**config.mk**
```make
export PLATFORM = sky130hd
export DESIGN_NAME = bpu_sram_port_ctrl_flat
export DESIGN_NICKNAME = d
export VERILOG_FILES = /design/src/rtl/bpu_sram_pkg.sv /design/src/rtl/bpu_sram_port_ctrl_if.sv /design/src/rtl/bpu_sram_wbuf.sv /design/src/rtl/bpu_sram_port_ctrl.sv /design/src/flat_wrapper.sv
export SDC_FILE = /design/constraint.sdc
export NUM_CORES = 1
export LEC_CHECK = 0
export ABC_AREA = 1
export BUFFER_PORTS_ARGS = -buffer_cell sky130_fd_sc_hd__buf_2
export CORE_UTILIZATION = 48
export CTS_CLUSTER_SIZE = 10
export DETAILED_ROUTE_END_ITERATION = 16
export GPL_TIMING_DRIVEN = 0
export MAX_ROUTING_LAYER = met4
export PLACE_DENSITY_LB_ADDON = 0.3
export SYNTH_ARGS = -nofsm -noshare
export SYNTH_HDL_FRONTEND = slang
export SYNTH_SLANG_ARGS = --single-unit
```
**constraint.sdc**
```tcl
create_clock -name clock -period 4.3 [get_ports clock]
set_input_delay 0.215 -clock clock [delete_from_list [all_inputs] [get_ports clock]]
set_output_delay 0.215 -clock clock [all_outputs]
set_load 0.01 [all_outputs]
```
**src/rtl/bpu_sram_pkg.sv**
```systemverilog
`default_nettype none
// +----------------------------------------------------------------------+
// | bpu_sram_pkg : shared defaults, state encoding and write-request type |
// | rev 1.0                                                              |
// +----------------------------------------------------------------------+
package bpu_sram_pkg;
    localparam int ADDR_W     = 7;
    localparam int DATA_W     = 53;
    localparam int DEPTH      = 128;
    localparam int STARVE_MAX = 3;

    typedef enum logic [0:0] {
        INIT = 1'b0,
        RUN  = 1'b1
    } state_t;

    typedef struct packed {
        logic [ADDR_W-1:0] addr;
        logic [DATA_W-1:0] data;
    } wreq_t;
endpackage
`default_nettype wire

```
**src/rtl/bpu_sram_port_ctrl_if.sv**
```systemverilog
`default_nettype none
// +----------------------------------------------------------------------+
// | bpu_sram_port_ctrl_if : request/response channels plus RW0 array port |
// | rev 1.0                                                              |
// +----------------------------------------------------------------------+
interface bpu_sram_port_ctrl_if #(
    parameter int ADDR_W = bpu_sram_pkg::ADDR_W,
    parameter int DATA_W = bpu_sram_pkg::DATA_W
);
    logic              r_req_valid;
    logic              r_req_ready;
    logic [ADDR_W-1:0] r_req_addr;
    logic              r_resp_valid;
    logic [DATA_W-1:0] r_resp_data;
    logic              w_req_valid;
    logic              w_req_ready;
    logic [ADDR_W-1:0] w_req_addr;
    logic [DATA_W-1:0] w_req_data;
    logic              init_done;
    logic              RW0_en;
    logic              RW0_wmode;
    logic [ADDR_W-1:0] RW0_addr;
    logic [DATA_W-1:0] RW0_wdata;
    logic [DATA_W-1:0] RW0_rdata;

    // Controller view
    modport slave (
        input  r_req_valid, r_req_addr, w_req_valid, w_req_addr, w_req_data, RW0_rdata,
        output r_req_ready, r_resp_valid, r_resp_data, w_req_ready, init_done,
               RW0_en, RW0_wmode, RW0_addr, RW0_wdata
    );

    // Requester plus array view
    modport master (
        output r_req_valid, r_req_addr, w_req_valid, w_req_addr, w_req_data, RW0_rdata,
        input  r_req_ready, r_resp_valid, r_resp_data, w_req_ready, init_done,
               RW0_en, RW0_wmode, RW0_addr, RW0_wdata
    );
endinterface
`default_nettype wire

```
**src/rtl/bpu_sram_wbuf.sv**
```systemverilog
`default_nettype none
// +----------------------------------------------------------------------+
// | bpu_sram_wbuf : one-entry write buffer with read-starvation counter  |
// | rev 1.0                                                              |
// +----------------------------------------------------------------------+
module bpu_sram_wbuf #(
    parameter int ADDR_W     = 7,
    parameter int DATA_W     = 53,
    parameter int STARVE_MAX = 3
) (
    input  wire logic              clock,
    input  wire logic              reset,
    input  wire logic              run,
    input  wire logic              r_fire,
    input  wire logic              w_req_valid,
    input  wire logic [ADDR_W-1:0] w_req_addr,
    input  wire logic [DATA_W-1:0] w_req_data,
    output logic                   w_req_ready,
    output logic                   wb_valid,
    output logic [ADDR_W-1:0]      wb_addr,
    output logic [DATA_W-1:0]      wb_data,
    output logic                   force_write
);
    localparam int CNT_W = (STARVE_MAX < 1) ? 1 : $clog2(STARVE_MAX + 1);

    logic             drain;
    logic             w_fire;
    logic [CNT_W-1:0] starve_q;

    // The port only idles for the buffer when no read claims it this cycle
    assign drain       = run && wb_valid && !r_fire;
    assign w_req_ready = run && (!wb_valid || drain);
    assign w_fire      = w_req_valid && w_req_ready;
    assign force_write = (starve_q == CNT_W'(STARVE_MAX));

    always_ff @(posedge clock or posedge reset) begin
        if (reset) begin
            wb_valid <= 1'b0;
            wb_addr  <= '0;
            wb_data  <= '0;
            starve_q <= '0;
        end else begin
            if (w_fire) begin
                wb_valid <= 1'b1;
                wb_addr  <= w_req_addr;
                wb_data  <= w_req_data;
            end else if (drain) begin
                wb_valid <= 1'b0;
            end
            if (drain)
                starve_q <= '0;
            else if (wb_valid && r_fire)
                starve_q <= starve_q + 1'b1;
        end
    end
endmodule
`default_nettype wire

```
**src/rtl/bpu_sram_port_ctrl.sv**
```systemverilog
`default_nettype none
// +----------------------------------------------------------------------+
// | bpu_sram_port_ctrl : arbitrates read/write channels onto the RW0 port |
// | with zero-fill after reset. Option macro: BPU_SRAM_RD_BYPASS_EN      |
// | rev 1.0                                                              |
// +----------------------------------------------------------------------+
module bpu_sram_port_ctrl #(
    parameter int ADDR_W     = bpu_sram_pkg::ADDR_W,
    parameter int DATA_W     = bpu_sram_pkg::DATA_W,
    parameter int DEPTH      = bpu_sram_pkg::DEPTH,
    parameter int STARVE_MAX = bpu_sram_pkg::STARVE_MAX
) (
    input  wire logic          clock,
    input  wire logic          reset,
    bpu_sram_port_ctrl_if.slave bus
);
    import bpu_sram_pkg::*;

    state_t            state_q, state_d;
    logic [ADDR_W-1:0] init_cnt_q;
    logic              run, r_req_ready, r_fire, force_write;
    logic              wb_valid;
    logic [ADDR_W-1:0] wb_addr;
    logic [DATA_W-1:0] wb_data;
    logic              en, wmode;
    logic [ADDR_W-1:0] addr;
    logic [DATA_W-1:0] wdata;
    logic              resp_valid_q;
    logic [DATA_W-1:0] hold_q, resp_src, resp_data;

    assign run         = (state_q == RUN);
    assign r_req_ready = run && !force_write;
    assign r_fire      = bus.r_req_valid && r_req_ready;

    bpu_sram_wbuf #(
        .ADDR_W     (ADDR_W),
        .DATA_W     (DATA_W),
        .STARVE_MAX (STARVE_MAX)
    ) u_wbuf (
        .clock       (clock),
        .reset       (reset),
        .run         (run),
        .r_fire      (r_fire),
        .w_req_valid (bus.w_req_valid),
        .w_req_addr  (bus.w_req_addr),
        .w_req_data  (bus.w_req_data),
        .w_req_ready (bus.w_req_ready),
        .wb_valid    (wb_valid),
        .wb_addr     (wb_addr),
        .wb_data     (wb_data),
        .force_write (force_write)
    );

    always_ff @(posedge clock or posedge reset) begin
        if (reset) begin
            state_q    <= INIT;
            init_cnt_q <= '0;
        end else begin
            state_q <= state_d;
            if (state_q == INIT)
                init_cnt_q <= init_cnt_q + 1'b1;
        end
    end

    always_comb begin
        state_d = state_q;
        en      = 1'b0;
        wmode   = 1'b0;
        addr    = bus.r_req_addr;
        wdata   = wb_data;
        case (state_q)
            INIT: begin
                en    = 1'b1;
                wmode = 1'b1;
                addr  = init_cnt_q;
                wdata = '0;
                if (init_cnt_q == ADDR_W'(DEPTH - 1))
                    state_d = RUN;
            end
            RUN: begin
                if (r_fire) begin
                    en = 1'b1;
                end else if (wb_valid) begin
                    en    = 1'b1;
                    wmode = 1'b1;
                    addr  = wb_addr;
                end
            end
            default: state_d = INIT;
        endcase
    end

`ifdef BPU_SRAM_RD_BYPASS_EN
    logic              byp_hit_q;
    logic [DATA_W-1:0] byp_data_q;

    always_ff @(posedge clock or posedge reset) begin
        if (reset) begin
            byp_hit_q  <= 1'b0;
            byp_data_q <= '0;
        end else begin
            byp_hit_q <= r_fire && wb_valid && (bus.r_req_addr == wb_addr);
            if (r_fire)
                byp_data_q <= wb_data;
        end
    end

    assign resp_src = byp_hit_q ? byp_data_q : bus.RW0_rdata;
`else
    assign resp_src = bus.RW0_rdata;
`endif

    // Macro output follows its latched address, so the response is frozen in hold_q
    always_ff @(posedge clock or posedge reset) begin
        if (reset) begin
            resp_valid_q <= 1'b0;
            hold_q       <= '0;
        end else begin
            resp_valid_q <= r_fire;
            if (resp_valid_q)
                hold_q <= resp_src;
        end
    end

    assign resp_data = resp_valid_q ? resp_src : hold_q;

    assign bus.r_req_ready  = r_req_ready;
    assign bus.r_resp_valid = resp_valid_q;
    assign bus.r_resp_data  = resp_data;
    assign bus.init_done    = run;
    assign bus.RW0_en       = en;
    assign bus.RW0_wmode    = wmode;
    assign bus.RW0_addr     = addr;
    assign bus.RW0_wdata    = wdata;
endmodule
`default_nettype wire

```
**src/flat_wrapper.sv**
```systemverilog
// flat-port wrapper written by rule: the top's interface ports become plain ports
module bpu_sram_port_ctrl_flat import bpu_sram_pkg::*;
#(
    parameter int ADDR_W     = bpu_sram_pkg::ADDR_W,
    parameter int DATA_W     = bpu_sram_pkg::DATA_W,
    parameter int DEPTH      = bpu_sram_pkg::DEPTH,
    parameter int STARVE_MAX = bpu_sram_pkg::STARVE_MAX
)
  (clock, reset, bus_r_req_valid, bus_r_req_addr, bus_w_req_valid, bus_w_req_addr, bus_w_req_data, bus_RW0_rdata, bus_r_req_ready, bus_r_resp_valid, bus_r_resp_data, bus_w_req_ready, bus_init_done, bus_RW0_en, bus_RW0_wmode, bus_RW0_addr, bus_RW0_wdata);
  bpu_sram_port_ctrl_if #(.ADDR_W(ADDR_W), .DATA_W(DATA_W)) bus_i ();
  input  wire logic clock;
  input  wire logic reset;
  input wire logic [$bits(bus_i.r_req_valid)-1:0] bus_r_req_valid;
  input wire logic [$bits(bus_i.r_req_addr)-1:0] bus_r_req_addr;
  input wire logic [$bits(bus_i.w_req_valid)-1:0] bus_w_req_valid;
  input wire logic [$bits(bus_i.w_req_addr)-1:0] bus_w_req_addr;
  input wire logic [$bits(bus_i.w_req_data)-1:0] bus_w_req_data;
  input wire logic [$bits(bus_i.RW0_rdata)-1:0] bus_RW0_rdata;
  output wire logic [$bits(bus_i.r_req_ready)-1:0] bus_r_req_ready;
  output wire logic [$bits(bus_i.r_resp_valid)-1:0] bus_r_resp_valid;
  output wire logic [$bits(bus_i.r_resp_data)-1:0] bus_r_resp_data;
  output wire logic [$bits(bus_i.w_req_ready)-1:0] bus_w_req_ready;
  output wire logic [$bits(bus_i.init_done)-1:0] bus_init_done;
  output wire logic [$bits(bus_i.RW0_en)-1:0] bus_RW0_en;
  output wire logic [$bits(bus_i.RW0_wmode)-1:0] bus_RW0_wmode;
  output wire logic [$bits(bus_i.RW0_addr)-1:0] bus_RW0_addr;
  output wire logic [$bits(bus_i.RW0_wdata)-1:0] bus_RW0_wdata;
  assign bus_i.r_req_valid = bus_r_req_valid;
  assign bus_i.r_req_addr = bus_r_req_addr;
  assign bus_i.w_req_valid = bus_w_req_valid;
  assign bus_i.w_req_addr = bus_w_req_addr;
  assign bus_i.w_req_data = bus_w_req_data;
  assign bus_i.RW0_rdata = bus_RW0_rdata;
  assign bus_r_req_ready = bus_i.r_req_ready;
  assign bus_r_resp_valid = bus_i.r_resp_valid;
  assign bus_r_resp_data = bus_i.r_resp_data;
  assign bus_w_req_ready = bus_i.w_req_ready;
  assign bus_init_done = bus_i.init_done;
  assign bus_RW0_en = bus_i.RW0_en;
  assign bus_RW0_wmode = bus_i.RW0_wmode;
  assign bus_RW0_addr = bus_i.RW0_addr;
  assign bus_RW0_wdata = bus_i.RW0_wdata;
  bpu_sram_port_ctrl #(.ADDR_W(ADDR_W), .DATA_W(DATA_W), .DEPTH(DEPTH), .STARVE_MAX(STARVE_MAX)) u_core (.clock(clock), .reset(reset), .bus(bus_i));
endmodule
```
==> flow_summary.json <==
{
  "worstMarginPinSlew_ns": 0.4750,
  "die_w_um": 111.0,
  "period_needed_ns": 2.022,
  "place_ws_ns": 2.617,
  "clk_pin_slew_ns": 0.05,
  "p_per_area_nw_per_um2": 353.4,
  "postRouteAntennaNets": 0,
  "grt_pass1_wl_um": 23250,
  "fillerInstances": 947,
  "final_core_util_pct": 67.09,
  "coreArea_um2": 11520,
  "grt_pass1_vias": 4776,
  "synth-main-ff-cell": "dfrtp_1",
  "drcViolationCount": 40,
  "firstDrtPassIters": 11,
  "fp.dieH_um": 111.0,
  "avgSynthCellArea_um2": 9.150,
  "syn_inst": 623,
  "rsz0062_at_grt": "no",
  "tns_ns": 0,
  "insertion_delay_ns": 0.42,
  "initial_core_util_pct": 49.50,
  "wl_um": 14350,
  "ctsResizeCount": 0,
  "gr-total-overflow": 0,
  "power_uw": 2730,
  "worstSetupPathType": "flop to output pin",
  "violations": "design-rule violations",
  "maxCapViolCount": 0,
  "rows": 39,
  "critPathArrivalTime_ns": 1.81,
  "fmax_mhz": 494.6,
  "critPathMaxFanout": 10,
  "synth_area_leaders": "dfrtp_1, nand2_1, mux2_2",
  "layout.nets": 1010,
  "antenna_found_initial": 0,
  "dp_hpwl_um": 10410,
  "synth.top_cell.area_share_pct": 54.87,
  "gp_congestion": 0.8325,
  "num_antenna_cells": 0,
  "status": "complete, but fails checks",
  "slew_viol_final": 0,
  "finalSetupViolCount": 0,
  "ctsHoldBuffers": 1,
  "die_area_um2": 12320,
  "grtUsageTotal_pct": 25.04,
  "hp-class": "primary input to flop",
  "post-cts-setup-buffer-count": 0,
  "setup_ws_ns": 2.278,
  "ys_types": 21,
  "grt_max_degree": 90,
  "syn_area_um2": 5700,
  "drt_iter0_markers": 337,
  "power_leakage_uw": 0.005016,
  "io_buffers": 240,
  "cp.required_ns": 4.09,
  "dp.cells": 1007,
  "final_cells": 1039,
  "relSlewSlack_pct": 68.33,
  "via_count": 5075,
  "yosysWarnings": 0,
  "area_growth_pct": 35.54,
  "tritoncts": "done",
  "synth-edff-count": 0,
  "wl_per_cell_um": 13.81,
  "drive_gt1_share_pct": 39.73,
  "period_share_pct": 47.02,
  "ys_ff_latch": 125,
  "cts_root_buffer": "clkbuf_16",
  "synth_top_cell_by_area": "dfrtp_1",
  "end_kind": "output pin",
  "hold_violations": 0,
  "fin_skew_ns": 0.007465,
  "yosysSeqAreaShare_pct": 54.87,
  "routed_via_density": 4.885,
  "numCtsBuffers": 17,
  "async_flop_share_pct": 100.0,
  "numClockSinks": 125,
  "cts_buffer_depth": 2,
  "synth_fp_nets": 749,
  "irDropWorstVdd_mv": 0.2370,
  "htree_levels": 4,
  "startpoint_type": "flop",
  "pin_count": 243
}
==> flip-flops by register name, indices dropped and copies added, names as in the netlist <==
register / flops
u_core.u_wbuf.wb_data: 53
u_core.hold_q: 53
u_core.bus.r_resp_valid: 1
u_core.u_wbuf.wb_addr: 7
u_core.u_wbuf.starve_q: 2
u_core.init_cnt_q: 7
u_core.u_wbuf.wb_valid: 1
u_core.bus.init_done: 1
==> final cells by class <==
cell class,count,area (µm²),area share [%]
Buffer,42,217.7,2.818
Clock buffer,25,495.5,6.413
Clock inverter,6,107.6,1.393
Inverter,67,256.5,3.320
Multi-Input combinational cell,389,2103,27.22
Sequential cell,125,3128,40.49
Tap cell,143,178.9,2.316
Timing Repair Buffer,242,1239,16.03
==> cells in the mapped netlist, types with 2 or more instances <==
cell type    n
a21oi_1      2
buf_1        6
buf_2       21
buf_4        9
clkbuf_1     6
dfrtp_1    125
ha_1         2
inv_1       66
mux2_2      53
nand2_1    242
nand3_1     10
nand3_2      2
nand4_1     61
nor2_1       7
o21ai_0      3
xor2_1       3
==> path summary, 6_finish.rpt <==
check,from,to,slack [ns],cells after the start
min in group asynchronous,reset,u_core.hold_q[44],0.34,3
min,bus_RW0_rdata[31],u_core.hold_q[31],0.04,2
max in group asynchronous,reset,u_core.u_wbuf.wb_data[38],3.22,4
max,u_core.bus.init_done,bus_RW0_wdata[30],2.28,6
max reg2reg,u_core.u_wbuf.starve_q[0],u_core.u_wbuf.wb_addr[6],2.63,7
min reg2reg,u_core.u_wbuf.wb_data[35],u_core.u_wbuf.wb_data[35],0.47,2
==> worst max-delay path: stages, from the launching register on <==
cell and delay [ns]:
dfrtp_1 0.45, buf_4 0.23, buf_4 0.22, buf_4 0.21, nand2_1 0.08, inv_1 0.07, buf_2 0.13
==> per-stage QoR <==
step | cell area [µm²] | hold slack, ns
3_3_place_gp | 7081 | 0.4535
3_5_place_dp | 7113 | 0.2247
6_report | 7726 | 0.04341
2_1_floorplan | 5700 | 0.3667
5_1_grt | 7726 | 0.03351
4_1_cts | 7726 | 0.03117
==> cell families (layout without fill, tap and decap cells) <==
family | Yosys count | count (layout) | synth area share, %
AO/OA/AOI/OAI | 5 | 5 | 0.4389
XOR/XNOR | 4 | 4 | 0.6147
adder cells (fa/ha/maj) | 2 | 2 | 0.4389
buffers and inverters | 109 | 382 | 8.231
flip-flops | 125 | 125 | 54.87
multiplexers | 53 | 53 | 10.47
AND/OR/NAND/NOR | 325 | 325 | 24.93
==> metal layers <==
metal	GRT usage (%)	up-vias	part of all wire [%]
li1	-	2511	-
met1	29.42	2333	42
met2	41.34	213	49
met3	7.217	18	7.8
met4	8.311	0	1.4
met5	-	-	0
==> where the power goes <==
group	internal, µW	switching, µW	total [µW]	leakage (µW)
Combinational	46.2	53.5	99.7	0.00300
Sequential	1180	0	1180	0.00172
Clock	967	486	1450	0.000293
Total	2190	540	2730	0.00502
==> placed cells by master (no fill, tap or decap), types with 3 or more instances in the layout <==
cell type / n
clkbuf_16: 17
bufinv_16: 3
buf_4: 9
inv_1: 65
nand4_1: 61
clkbuf_1: 10
mux2_2: 53
clkbuf_8: 4
xor2_1: 3
buf_2: 261
nor2_1: 7
nand3_1: 10
o21ai_0: 3
dfrtp_1: 125
nand2_1: 242
buf_1: 6
Note: power is estimated with default switching activity, not from simulation.
